[config.mk]
export PLATFORM = sky130hd
export DESIGN_NAME = csa_bist_engine
export DESIGN_NICKNAME = d
export VERILOG_FILES = /design/src/rtl/csa_bist_pkg.sv /design/src/rtl/csa_bist_lfsr.sv /design/src/rtl/csa_bist_engine.sv
export SDC_FILE = /design/constraint.sdc
export NUM_CORES = 1
export LEC_CHECK = 0
export CELL_PAD_IN_SITES_DETAIL_PLACEMENT = 1
export CELL_PAD_IN_SITES_GLOBAL_PLACEMENT = 1
export CORE_MARGIN = 3
export CORE_UTILIZATION = 48
export DETAILED_ROUTE_END_ITERATION = 6
export PLACE_DENSITY_LB_ADDON = 0.1
export SLEW_MARGIN = 20
export SYNTH_ARGS = -nofsm -noshare
export SYNTH_HDL_FRONTEND = slang
export SYNTH_HIERARCHICAL = 1
export SYNTH_SLANG_ARGS = --single-unit
[constraint.sdc]
create_clock -name clk -period 8.6 [get_ports clk]
set_clock_uncertainty 0.2 [all_clocks]
set_input_delay 1.72 -clock clk [delete_from_list [all_inputs] [get_ports clk]]
set_output_delay 1.72 -clock clk [all_outputs]
set_load 0.005 [all_outputs]
[src/rtl/csa_bist_pkg.sv]
// Shared definitions for the carry-skip adder BIST engine: FSM encoding,
// LFSR polynomial, directed operand vectors and the check-stage payload.
package csa_bist_pkg;

  // FSM state encoding
  localparam logic [1:0] ST_IDLE  = 2'd0;
  localparam logic [1:0] ST_RUN   = 2'd1;
  localparam logic [1:0] ST_DRAIN = 2'd2;
  localparam logic [1:0] ST_DONE  = 2'd3;

  // Galois mask for x^32 + x^22 + x^2 + x + 1, right-shifting form
  localparam logic [31:0] LFSR_MASK = 32'h80200003;

  localparam int unsigned NUM_DIRECTED = 4;

  // Directed vectors 0..3 at full 16-bit width; truncated to WIDTH at use
  localparam logic [15:0] DIR_A0 = 16'h0000;
  localparam logic [15:0] DIR_B0 = 16'h0000;
  localparam logic        DIR_C0 = 1'b0;
  localparam logic [15:0] DIR_A1 = 16'hFFFF;
  localparam logic [15:0] DIR_B1 = 16'h0001;
  localparam logic        DIR_C1 = 1'b0;
  localparam logic [15:0] DIR_A2 = 16'hFFFF;
  localparam logic [15:0] DIR_B2 = 16'hFFFF;
  localparam logic        DIR_C2 = 1'b1;
  localparam logic [15:0] DIR_A3 = 16'hAAAA;
  localparam logic [15:0] DIR_B3 = 16'h5555;
  localparam logic        DIR_C3 = 1'b1;

  // Check-register payload; operand fields hold WIDTH bits zero-extended to 16
  typedef struct packed {
    logic [15:0] idx;
    logic [15:0] a;
    logic [15:0] b;
    logic        cin;
    logic [15:0] sum;
    logic        cout;
  } cap_t;

  // An all-zero seed would lock the LFSR; substitute 1
  function automatic logic [31:0] fix_seed(input logic [31:0] seed);
    return (seed == 32'd0) ? 32'h1 : seed;
  endfunction

endpackage

[src/rtl/csa_bist_lfsr.sv]
// 32-bit right-shifting Galois LFSR with synchronous seed load and advance.
// Ports: clk, rst_n (async active-low), load (reload seed, wins over adv),
//        adv (step once), value (current register contents).
module csa_bist_lfsr
  import csa_bist_pkg::*;
#(
  parameter logic [31:0] SEED = 32'hACE12B7D
) (
  input  logic        clk,
  input  logic        rst_n,
  input  logic        load,
  input  logic        adv,
  output logic [31:0] value
);

  localparam logic [31:0] SEED_EFF = fix_seed(SEED);

  logic [31:0] lfsr_q;
  logic [31:0] lfsr_d;

  // Next value: reload, one Galois step, or hold
  always_comb begin
    lfsr_d = lfsr_q;
    if (load) begin
      lfsr_d = SEED_EFF;
    end else if (adv) begin
      lfsr_d = (lfsr_q >> 1) ^ (lfsr_q[0] ? LFSR_MASK : 32'd0);
    end
  end

  always_ff @(posedge clk or negedge rst_n) begin
    if (!rst_n) begin
      lfsr_q <= SEED_EFF;
    end else begin
      lfsr_q <= lfsr_d;
    end
  end

  assign value = lfsr_q;

endmodule

[src/rtl/csa_bist_engine.sv]
// Self-test driver/checker for an external WIDTH-bit adder. Drives one operand
// vector per cycle (4 directed, rest LFSR), captures the adder response at the
// end of each drive cycle, compares it with a behavioural a+b+cin one cycle
// later and reports pass/fail, a saturating error count and the first failure.
// Ports: clk, rst_n, start | dut_a/dut_b/dut_cin out, dut_sum/dut_cout in |
//        busy, done, pass, err_count, first_fail_idx/a/b.
// Optional feature macro CSA_BIST_INJECT_EN adds inject_idx/inject_en, which
// flip bit 0 of the captured sum for one vector to exercise the checker.
module csa_bist_engine
  import csa_bist_pkg::*;
#(
  parameter int unsigned WIDTH       = 16,
  parameter int unsigned NUM_VECTORS = 1024,
  parameter logic [31:0] SEED        = 32'hACE12B7D,
  parameter int unsigned ERR_W       = 16
) (
  input  logic             clk,
  input  logic             rst_n,
  input  logic             start,
`ifdef CSA_BIST_INJECT_EN
  input  logic [15:0]      inject_idx,
  input  logic             inject_en,
`endif
  output logic [WIDTH-1:0] dut_a,
  output logic [WIDTH-1:0] dut_b,
  output logic             dut_cin,
  input  logic [WIDTH-1:0] dut_sum,
  input  logic             dut_cout,
  output logic             busy,
  output logic             done,
  output logic             pass,
  output logic [ERR_W-1:0] err_count,
  output logic [15:0]      first_fail_idx,
  output logic [WIDTH-1:0] first_fail_a,
  output logic [WIDTH-1:0] first_fail_b
);

  localparam logic [15:0]      LAST_IDX = 16'(NUM_VECTORS - 1);
  localparam logic [ERR_W-1:0] ERR_MAX  = {ERR_W{1'b1}};

  logic [1:0]       state_q, state_d;
  logic             drain_q, drain_d;
  logic [15:0]      idx_q, idx_d;
  logic [WIDTH-1:0] dut_a_q, dut_a_d;
  logic [WIDTH-1:0] dut_b_q, dut_b_d;
  logic             dut_cin_q, dut_cin_d;
  logic             cap_vld_q, cap_vld_d;
  cap_t             cap_q, cap_d;
  logic             busy_q, busy_d;
  logic             done_q, done_d;
  logic             pass_q, pass_d;
  logic [ERR_W-1:0] err_q, err_d;
  logic [15:0]      ffi_q, ffi_d;
  logic [WIDTH-1:0] ffa_q, ffa_d;
  logic [WIDTH-1:0] ffb_q, ffb_d;

  logic             lfsr_load;
  logic             lfsr_adv;
  logic [31:0]      lfsr_val;

  logic [15:0]      sel_idx;
  logic [WIDTH-1:0] vec_a;
  logic [WIDTH-1:0] vec_b;
  logic             vec_cin;
  logic [WIDTH:0]   sum_ref;
  logic [WIDTH:0]   sum_got;
  logic             mismatch;
  logic             start_ok;

  csa_bist_lfsr #(
    .SEED (SEED)
  ) u_lfsr (
    .clk   (clk),
    .rst_n (rst_n),
    .load  (lfsr_load),
    .adv   (lfsr_adv),
    .value (lfsr_val)
  );

  // Operand vector for the index about to be driven (0 when a run starts)
  always_comb begin
    sel_idx = (state_q == ST_RUN) ? (idx_q + 16'd1) : 16'd0;
    vec_a   = WIDTH'(DIR_A0);
    vec_b   = WIDTH'(DIR_B0);
    vec_cin = DIR_C0;
    case (sel_idx)
      16'd0: begin vec_a = WIDTH'(DIR_A0); vec_b = WIDTH'(DIR_B0); vec_cin = DIR_C0; end
      16'd1: begin vec_a = WIDTH'(DIR_A1); vec_b = WIDTH'(DIR_B1); vec_cin = DIR_C1; end
      16'd2: begin vec_a = WIDTH'(DIR_A2); vec_b = WIDTH'(DIR_B2); vec_cin = DIR_C2; end
      16'd3: begin vec_a = WIDTH'(DIR_A3); vec_b = WIDTH'(DIR_B3); vec_cin = DIR_C3; end
      default: begin
        vec_a   = lfsr_val[WIDTH-1:0];
        vec_b   = lfsr_val[16 +: WIDTH];
        vec_cin = lfsr_val[0] ^ lfsr_val[31];
      end
    endcase
  end

  // Reference and observed results for the captured vector
  always_comb begin
    sum_ref  = (WIDTH+1)'(cap_q.a[WIDTH-1:0]) + (WIDTH+1)'(cap_q.b[WIDTH-1:0])
             + (WIDTH+1)'(cap_q.cin);
    sum_got  = {cap_q.cout, cap_q.sum[WIDTH-1:0]};
    mismatch = cap_vld_q && (sum_got != sum_ref);
  end

  assign start_ok = start && ((state_q == ST_IDLE) || (state_q == ST_DONE));

  // Next-state, drive, capture and scoreboard update
  always_comb begin
    state_d   = state_q;
    drain_d   = drain_q;
    idx_d     = idx_q;
    dut_a_d   = dut_a_q;
    dut_b_d   = dut_b_q;
    dut_cin_d = dut_cin_q;
    cap_vld_d = 1'b0;
    cap_d     = cap_q;
    busy_d    = busy_q;
    done_d    = done_q;
    pass_d    = pass_q;
    err_d     = err_q;
    ffi_d     = ffi_q;
    ffa_d     = ffa_q;
    ffb_d     = ffb_q;
    lfsr_load = 1'b0;
    lfsr_adv  = 1'b0;

    // Error count freezes at all-ones; first failure latched while count is zero
    if (mismatch) begin
      if (err_q != ERR_MAX) begin
        err_d = err_q + ERR_W'(1);
      end
      if (err_q == '0) begin
        ffi_d = cap_q.idx;
        ffa_d = cap_q.a[WIDTH-1:0];
        ffb_d = cap_q.b[WIDTH-1:0];
      end
    end

    case (state_q)
      ST_IDLE, ST_DONE: begin
        if (start_ok) begin
          state_d   = ST_RUN;
          idx_d     = 16'd0;
          dut_a_d   = vec_a;
          dut_b_d   = vec_b;
          dut_cin_d = vec_cin;
          lfsr_load = 1'b1;
          busy_d    = 1'b1;
          done_d    = 1'b0;
          pass_d    = 1'b0;
          err_d     = '0;
          ffi_d     = 16'hFFFF;
          ffa_d     = '0;
          ffb_d     = '0;
        end
      end
      ST_RUN: begin
        // Sample the adder response to the vector currently on dut_*
        cap_vld_d = 1'b1;
        cap_d.idx = idx_q;
        cap_d.a   = 16'(dut_a_q);
        cap_d.b   = 16'(dut_b_q);
        cap_d.cin = dut_cin_q;
        cap_d.sum = 16'(dut_sum);
        cap_d.cout = dut_cout;
`ifdef CSA_BIST_INJECT_EN
        if (inject_en && (idx_q == inject_idx)) begin
          cap_d.sum[0] = ~cap_d.sum[0];
        end
`endif
        if (idx_q == LAST_IDX) begin
          state_d = ST_DRAIN;
          drain_d = 1'b0;
        end else begin
          idx_d     = sel_idx;
          dut_a_d   = vec_a;
          dut_b_d   = vec_b;
          dut_cin_d = vec_cin;
          lfsr_adv  = (sel_idx >= 16'(NUM_DIRECTED));
        end
      end
      ST_DRAIN: begin
        // First cycle finishes the last compare, second publishes the result
        if (drain_q) begin
          state_d = ST_DONE;
          busy_d  = 1'b0;
          done_d  = 1'b1;
          pass_d  = (err_q == '0);
        end else begin
          drain_d = 1'b1;
        end
      end
      default: begin
        state_d = ST_IDLE;
      end
    endcase
  end

  always_ff @(posedge clk or negedge rst_n) begin
    if (!rst_n) begin
      state_q   <= ST_IDLE;
      drain_q   <= 1'b0;
      idx_q     <= 16'd0;
      dut_a_q   <= '0;
      dut_b_q   <= '0;
      dut_cin_q <= 1'b0;
      cap_vld_q <= 1'b0;
      cap_q     <= '0;
      busy_q    <= 1'b0;
      done_q    <= 1'b0;
      pass_q    <= 1'b0;
      err_q     <= '0;
      ffi_q     <= 16'hFFFF;
      ffa_q     <= '0;
      ffb_q     <= '0;
    end else begin
      state_q   <= state_d;
      drain_q   <= drain_d;
      idx_q     <= idx_d;
      dut_a_q   <= dut_a_d;
      dut_b_q   <= dut_b_d;
      dut_cin_q <= dut_cin_d;
      cap_vld_q <= cap_vld_d;
      cap_q     <= cap_d;
      busy_q    <= busy_d;
      done_q    <= done_d;
      pass_q    <= pass_d;
      err_q     <= err_d;
      ffi_q     <= ffi_d;
      ffa_q     <= ffa_d;
      ffb_q     <= ffb_d;
    end
  end

  assign dut_a          = dut_a_q;
  assign dut_b          = dut_b_q;
  assign dut_cin        = dut_cin_q;
  assign busy           = busy_q;
  assign done           = done_q;
  assign pass           = pass_q;
  assign err_count      = err_q;
  assign first_fail_idx = ffi_q;
  assign first_fail_a   = ffa_q;
  assign first_fail_b   = ffb_q;

endmodule

After elaboration in Yosys (flattened, before gate mapping):

Index checks and enable logic that the tools add are counted.

* register bits after elaboration: 218
* input port bits: 20
* output and inout port bits: 100
* word-level logic and storage cells: 113

* add/subtract/negate cells: 4
* magnitude comparators: 1
* equal/unequal tests: 13
* multiplexer cells: 54
* bitwise operators: 2
* reduce and logical (&&, ||, !) cells: 18

Operators with widths (count)
* $mux W16: 23
* $mux W32: 3
* $pmux W16 S2: 3
* $pmux W16 S4: 1
* $pmux W16 S3: 1
* $add A16 B1 Y16 const B: 2
* $eq A16 B2 Y1 const B: 2
* $logic_not A16 Y1: 2
* $xor A31 B32 Y32: 1
* $add A16 B16 Y17: 1
* $add A17 B1 Y17: 1
* $ne A17 B17 Y1: 1
* $eq A16 B1 Y1 const B: 1
* $eq A16 B10 Y1 const B: 1
* $ge A16 B3 Y1 const B: 1
* $ne A16 B16 Y1 const B: 1
* $mux W1: 13
* $pmux W1 S2: 6
* $reduce_and A3 Y1: 3
* $reduce_bool A2 Y1: 4
* $reduce_or A2 Y1: 4
* $mux W2: 3
* $ne A2 B2 Y1 const B: 3
* $pmux W2 S3: 1
* other kinds (8): 10

Longest topological paths before layout:

Gate-level depths: netlist of run 1.

* depth after elaboration: 7
* gate-level depth with buffers: 15
* depth with buffers taken out: 13

Hierarchy:

Netlist of run 1, hierarchy kept.

By module, submodules not included
* csa_bist_engine: instances 1, cells an instance 912, area an instance 9437.8 um^2, seq. area each 4674.5 um^2
* csa_bist_lfsr: instances 1, cells an instance 107, area an instance 1373.8 um^2, seq. area each 823.3 um^2

Least setup slack after synthesis of run 1:

Ideal clock, no wire load.

* path kind: register to register
* start point: reg cap_q[17] (netlist name)
* end point: reg ffa_q[11] (netlist: first_fail_a[11])
* setup time: 131 ps
* arrival: 3172 ps
* required time: 8269 ps
* setup slack: 5096 ps
* cell stages (with the launch flop): 16
* path buffers: 2
* period minus slack after synthesis: 3504 ps
* cell sequence: dfrtp_1 -> inv_1 -> fa_1 -> inv_1 -> fa_1 -> xor2_1 -> a311oi_1 -> o311ai_1 -> a2111oi_0 -> and4_1 -> nand4_1 -> o211ai_2 -> buf_6 -> buf_6 -> mux2i_1 -> nor2_1

* word-level cells in the longest chain between the ends: 6

Ends and longest elaborated chain
* start: declaration: line csa_bist_engine.sv:48 `cap_t cap_q, cap_d;`
* start signal: assignment: line csa_bist_engine.sv:226 `cap_q <= cap_d;`
* $add A17 B1 Y17 *: line csa_bist_engine.sv:102 `+ (WIDTH+1)'(cap_q.cin);`
* $ne A17 B17 Y1 *: line csa_bist_engine.sv:104 `mismatch = cap_vld_q && (sum_got != sum_ref);`
* $logic_and A1 B1 Y1 *: line csa_bist_engine.sv:104
* $mux W16 *: line csa_bist_engine.sv:130 `if (mismatch) begin`
* $mux W16: line csa_bist_engine.sv:143 `if (start_ok) begin`
* $mux W16 *: line csa_bist_engine.sv:141 `case (state_q)`
* net ffa_d[11]: line csa_bist_engine.sv:54 `logic [WIDTH-1:0] ffa_q, ffa_d;`
* end signal: assignment: line csa_bist_engine.sv:216 `ffa_q <= '0;`
* end signal: assignment: line csa_bist_engine.sv:232 `ffa_q <= ffa_d;`
* end: declaration: line csa_bist_engine.sv:54

The timed path passes the listed nets; every way through them passes the cells marked *.
A chain may end at the register's enable or synchronous reset.

Worst setup path in the final report of run 1:

* start point: reg idx_q[0]
* end point: reg dut_b_q[11] (netlist: dut_b[11])

* word-level cells in the longest chain between the ends: 6
* elaborated cells between the ends (all ways): 13
* those cells by class: add/sub: 1; eq/ne: 5; mux: 5; reduce/logical: 2

Ends and longest elaborated chain
* start: declaration: line csa_bist_engine.sv:43 `logic [15:0] idx_q, idx_d;`
* start signal: assignment: line csa_bist_engine.sv:221 `idx_q <= idx_d;`
* $add A16 B1 Y16: line csa_bist_engine.sv:82 `sel_idx = (state_q == ST_RUN) ? (idx_q + 16'd1) : 16'd0;`
* $mux W16: line csa_bist_engine.sv:82
* $eq A16 B2 Y1 (tied with other cells): line csa_bist_engine.sv:86 `case (sel_idx)`
* $pmux W16 S4: line csa_bist_engine.sv:86
* $mux W16, on equally long branches: line csa_bist_engine.sv:173, csa_bist_engine.sv:143
* $pmux W16 S2: line csa_bist_engine.sv:141
* end signal: assignment: line csa_bist_engine.sv:223 `dut_b_q <= dut_b_d;`
* end: declaration: line csa_bist_engine.sv:45 `logic [WIDTH-1:0] dut_b_q, dut_b_d;`

Several ways; a longest one is shown, not always the timed one. The select of a mux whose other input is x is not followed.

==> results.py, run 1 <==
metrics = {
    "global_route": {
        "grt_pass1_vias": 8676,
        "grtUsageMet1_pct": 36.8,
        "antenna_found_initial": 1,
        "track_usage_pct": 25.3,
        "met2_usage_pct": 41.2,
        "top_usage_layer": "met2",
        "met3_usage_pct": 3.44,
        "grt_overflow": 0,
        "grt_pass1_wl_mm": 49.5,
        "grt_max_degree": 113,
    },
    "timing": {
        "setup_tns_ps": 0,
        "max_freq_ghz": 0.210,
        "worst_slack_ps": 3840,
        "rsz0062_at_grt": "false",
        "period_minus_slack_ps": 4760,
        "period_share_pct": 55.3,
        "finalHoldViolCount": 0,
        "report.final.slew_viol_count": 0,
        "maxSlewHeadroom_pct": 35.4,
        "tightest_slew_ps": 966,
        "setup_violations": 0,
    },
    "cts": {
        "cts_buffers": 25,
        "clock-root-buffer": "clkbuf_16",
        "clk_latency_ps": 540,
        "postCtsSetupBuffers": 0,
        "cts_max_level": 1,
        "cts_resized": 0,
        "hold_buffers": 0,
        "cts_tree": "built",
        "cts.sinks": 218,
        "clkTransAtPathRegs_ps": 60,
        "max-clock-path-buffers": 3,
    },
    "worst_setup_path": {
        "crit_fanout": 20,
        "cp_slowest_cell": "nand3_1",
        "worstSetupEndpoint": "dut_b[11]",
        "worstSetupPathType": "reg -> reg",
        "cp-startpoint": "idx_q[0]",
        "required_ps": 8860,
        "rr_worst_depth": 10,
        "critPathMaxStageDelay_ps": 870,
        "r2r-start": "idx_q[0]",
        "critPathMostFrequentCell": "nand4_1",
        "crit_chain": "ha_1 -> nand4_1 -> or3_1 -> xor2_1 -> nand4_1 -> nor2_1 -> nand3_1 -> nor2_4 -> nand4_2 -> nand2_1",
        "path_depth": 10,
        "cp.arrival_ps": 5020,
        "rrSetupSlack_ps": 3840,
        "worst-path-buf-inv": 0,
        "worstReg2RegEnd": "dut_b[11]",
        "critPathCaptureType": "flip-flop",
        "startpoint_type": "flip-flop",
        "cp_top_family": "simple AND/OR/NAND/NOR gates",
    },
    "synthesis": {
        "ys_seq_area_share_pct": 50.9,
        "synth_area_per_cell_um2": 10.6,
        "netlist_area_mm2": 0.0108,
        "synth_nets": 1062,
        "ys_ff_latch": 218,
        "synth_edf_count": 0,
        "syn_inst": 1019,
        "synth_warnings": 6,
        "synth_ff_type": "dfrtp_1",
        "async_flop_share_pct": 100,
        "yosysUniqueCellTypes": 72,
    },
    "die": {
        "io_pins": 120,
        "rows": 54,
        "fp.coreArea_mm2": 0.0220,
        "fp.dieH_um": 156,
        "initial_core_util_pct": 49.2,
        "die-area_mm2": 0.0244,
        "die_w_um": 156,
    },
    "drt": {
        "wl_per_cell_um": 21.7,
        "ant_nets": 0,
        "drt_iter0_markers": 405,
        "vias": 8259,
        "drc_errors": 0,
        "wl_mm": 30.6,
        "dr.pass1.iters": 5,
        "routed_via_density": 5.86,
    },
    "layout": {
        "final_cell_mix": "184 x dfrtp_1, 121 x nand2_1, 118 x clkdlybuf4s50_1",
        "area_delta_synth_final_pct": 20.1,
        "fillers": 2349,
        "antenna_cells": 0,
        "nets": 1154,
        "mostFrequentLayoutCell": "dfrtp_1",
        "drive_gt1_share_pct": 14.9,
    },
    "placement": {
        "dp.final_hpwl_mm": 21.0,
        "gp_congestion": 0.824,
        "detailedPlace.worstSlack_ps": 3840,
        "port_buffers": 119,
    },
    "run_status": {
        "status": "finished clean",
    },
    "pwr": {
        "power_density_mw_per_mm2": 385,
        "p_leak_nw": 6.03,
        "peakVddDrop_mv": 0.218,
    },
    "worst_hold_path": {
        "hold_depth": 2,
        "hold_path_class": "reg -> reg",
        "worstHoldStart": "cap_q[56]",
    },
    "flow_run": {
        "max_cap_viol_count": 0,
    },
}
[per-stage QoR]
step	hold WS [ps]	power, mW	cell area [um^2]	instances	util, %
2_1_floorplan	262	3.08	10800	1019	-
5_1_grt	312	5.33	13000	1409	59.2
4_1_cts	306	5.03	13000	1409	59.2
6_report	298	5.00	13000	1409	59.2
3_3_place_gp	275	3.80	12100	1364	55.2
3_5_place_dp	286	3.88	12100	1364	55.2
[cells by family after synthesis]
group / after synthesis / synth area share, %
compound gates: 201 / 11.9
flops: 218 / 50.9
simple gates: 314 / 13.8
fa+ha+maj: 23 / 2.80
xor+xnor: 29 / 2.35
mux: 146 / 14.2
buf+inv: 88 / 4.09
[layer usage]
| layer | vias up | routed length (um) |
|---|---|---|
| met2 | 161 | 14400 |
| met4 | 2 | 540 |
| met1 | 4247 | 14400 |
| li1 | 3813 | - |
| met5 | - | 13 |
| met3 | 36 | 1260 |
[how the worst min path moves through the flow]
stage | endpoint | slack [ps]
after floorplan | first_fail_idx[0] | 260
after CTS | first_fail_idx[6] | 310
after detailed placement | first_fail_idx[12] | 290
after global routing | cap_q[64] | 310
after global placement | first_fail_idx[12] | 270
final | first_fail_idx[6] | 300
[power breakdown]
group / total [mW] / switching [mW] / leakage, nW / internal, mW
Combinational: 2.19 / 1.24 / 2.78 / 0.951
Sequential: 1.70 / 0.324 / 2.82 / 1.38
Clock: 1.11 / 0.427 / 0.429 / 0.683
[area by class of cell]
type                            count  area, um^2  area share, %
Timing Repair Buffer              129        1270           9.79
Inverter                           24        90.1          0.694
Clock inverter                      4        85.1          0.655
Multi-Input combinational cell    713        4910           37.8
Sequential cell                   218        5500           42.3
Tap cell                          280         350           2.70
Clock buffer                       41         786           6.05
[worst min-delay path: stages (launching register included)]
cell and delay [ps]:
dfrtp_1 340, mux2i_1 60, nand2_1 60
[synth_stat cells, types with 6 or more instances]
cell type | number | area share, %
nand4_1 | 13 | 0.75
nor2b_1 | 7 | 0.41
nor3_1 | 24 | 1.1
mux2_2 | 62 | 6.5
clkbuf_1 | 37 | 1.3
o31ai_1 | 10 | 0.69
nand2_1 | 121 | 4.2
a21oi_1 | 45 | 2.1
nor2_1 | 71 | 2.5
nand2b_1 | 7 | 0.41
buf_6 | 6 | 0.62
dfstp_2 | 34 | 8.3
inv_1 | 23 | 0.80
o21ai_0 | 59 | 2.7
a22o_1 | 7 | 0.57
and2_1 | 7 | 0.41
nand3_1 | 15 | 0.69
dfrtp_1 | 184 | 43
a22oi_1 | 10 | 0.69
ha_1 | 21 | 2.4
and3_1 | 15 | 0.87
a31oi_1 | 19 | 1.1
mux2i_1 | 84 | 7.8
xnor2_1 | 20 | 1.6
a211oi_1 | 6 | 0.42
buf_2 | 12 | 0.56
xor2_1 | 9 | 0.73
[sequential cells by signal, indices dropped and copies added (netlist names), 2 cells and up]
signal,cells
cap_q,66
u_lfsr/value,32
dut_a,16
dut_b,16
err_count,16
first_fail_a,16
first_fail_b,16
first_fail_idx,16
idx_q,16
state_q,2
Power figures use the tool's default switching activity.
==> run 2: changes to the inputs <==
Settings changed: CORE_UTILIZATION 48 to 41.
Clock period 8.6 ns to 3.9 ns, I/O delays scaled along.
==> results.py, run 2 (synthesis results as in run 1) <==
metrics = {
    "run_status": {
        "status": "finished clean",
    },
    "global_route": {
        "antenna_found_initial": 0,
        "grt_pass1_wl_mm": 50.1,
        "grt_pass1_vias": 8834,
        "grt_overflow": 0,
        "grt_max_degree": 67,
        "track_usage_pct": 21.8,
    },
    "die": {
        "die_w_um": 168,
        "fp.dieH_um": 168,
        "io_pins": 120,
        "initial_core_util_pct": 42.3,
        "fp.coreArea_mm2": 0.0255,
        "die-area_mm2": 0.0284,
        "rows": 58,
    },
    "cts": {
        "max-clock-path-buffers": 3,
        "clk_latency_ps": 540,
        "clkTransAtPathRegs_ps": 60,
        "clock-root-buffer": "clkbuf_16",
        "cts_tree": "built",
        "cts_buffers": 26,
        "cts.sinks": 218,
        "cts_max_level": 1,
    },
    "worst_setup_path": {
        "startpoint_type": "flip-flop",
        "worstSetupPathType": "reg -> reg",
        "crit_fanout": 5,
        "critPathCaptureType": "flip-flop",
        "required_ps": 4160,
        "cp.arrival_ps": 4160,
    },
    "layout": {
        "drive_gt1_share_pct": 18.8,
        "final_cell_mix": "184 x dfrtp_1, 121 x nand2_1, 118 x clkdlybuf4s50_1",
        "nets": 1198,
        "mostFrequentLayoutCell": "dfrtp_1",
        "antenna_cells": 0,
        "largest_register_ffs": 66,
        "area_delta_synth_final_pct": 26.4,
        "largest-register": "cap_q",
    },
    "timing": {
        "setup_violations": 0,
        "maxSlewHeadroom_pct": 32.4,
        "report.final.slew_viol_count": 0,
        "period_minus_slack_ps": 3900,
        "finalHoldViolCount": 0,
        "max_freq_ghz": 0.257,
        "tightest_slew_ps": 1010,
        "period_share_pct": 100,
        "rsz0062_at_grt": "true",
        "worst_slack_ps": 1.49,
    },
    "placement": {
        "port_buffers": 119,
        "dp.final_hpwl_mm": 21.7,
        "gp_congestion": 0.813,
        "detailedPlace.worstSlack_ps": -70.6,
    },
    "drt": {
        "ant_nets": 0,
        "drt_iter0_markers": 507,
        "drc_errors": 0,
        "routed_via_density": 5.58,
        "dr.pass1.iters": 5,
        "wl_mm": 31.1,
        "wl_per_cell_um": 20.6,
        "vias": 8403,
    },
    "pwr": {
        "peakVddDrop_mv": 0.435,
        "p_leak_nw": 6.34,
        "power_density_mw_per_mm2": 862,
        "p_total_mw": 11.8,
    },
    "worst_hold_path": {
        "hold_path_class": "reg -> reg",
    },
    "flow_run": {
        "max_cap_viol_count": 0,
    },
}
-- run 2: timing repair --
action                                 in CTS  in global routing
buffers inserted                            4                  2
endpoints found under the hold margin       2                  0
hold buffers                                1                  0
gates resized for setup                     9                  7
pin swaps                                   9                 12
gates cloned                                2                  2
setup endpoints to repair                  60                 62
-- run 2: metrics by stage --
step	TNS [ps]	instance area, um^2	instances	hold slack [ps]	utilization, %
finish	0	13700	1505	287	53.5
global route	-4180	13700	1505	319	53.5
CTS	0	13600	1502	294	53.3
detailed placement	-2120	12500	1447	289	48.9
global placement	-1.95	12500	1447	280	48.9
floorplan	0	10800	1019	262	-
-- run 2: path summary, 6_finish.rpt --
path	from	endpoint	slack, ps	depth (start not counted)
worst min register to register	cap_q[56]	first_fail_idx[6]	290	2
worst max-delay path	cap_q[18]	first_fail_idx[0]	1	16
min in group asynchronous	rst_n	err_count[2]	570	2
max in group asynchronous	rst_n	first_fail_idx[6]	2050	3
worst min-delay path	cap_q[56]	first_fail_idx[6]	290	2
worst max register to register	cap_q[18]	first_fail_idx[0]	1	16
-- run 2: area by class of cell --
cell class | instances | area, um^2
sequential | 218 | 5500
timing repair buffer | 172 | 1740
multi-input combinational | 713 | 4920
clock buffer | 36 | 738
inverter | 24 | 90.1
clock inverter | 12 | 264
tap | 330 | 413
fill | 2766 | 11900
-- run 2: routing by layer --
metal	vias to the layer above	track usage, %	share of wire (%)
met4	0	4.38	1.8
met2	135	35.0	47
met5	-	0	0
li1	3900	-	-
met1	4328	32.0	48
met3	40	2.72	3.2
-- run 2: worst max-delay path: stages (launching register included) --
cell	delay, ps
dfrtp_1	350
inv_1	70
fa_2	350
inv_2	60
fa_1	420
xor2_1	160
a311oi_1	240
o311ai_1	150
a2111oi_1	400
and4_1	250
nand4_1	110
buf_6	150
o211ai_4	230
buf_6	190
clkbuf_16	160
mux2i_1	240
nand2_1	80
-- run 2: power breakdown --
part           total (mW)  internal [mW]  switching, mW
Sequential           3.74           3.03          0.706
Combinational        5.25           2.45           2.81
Clock                2.79           1.79          0.996
Total                11.8           7.27           4.51
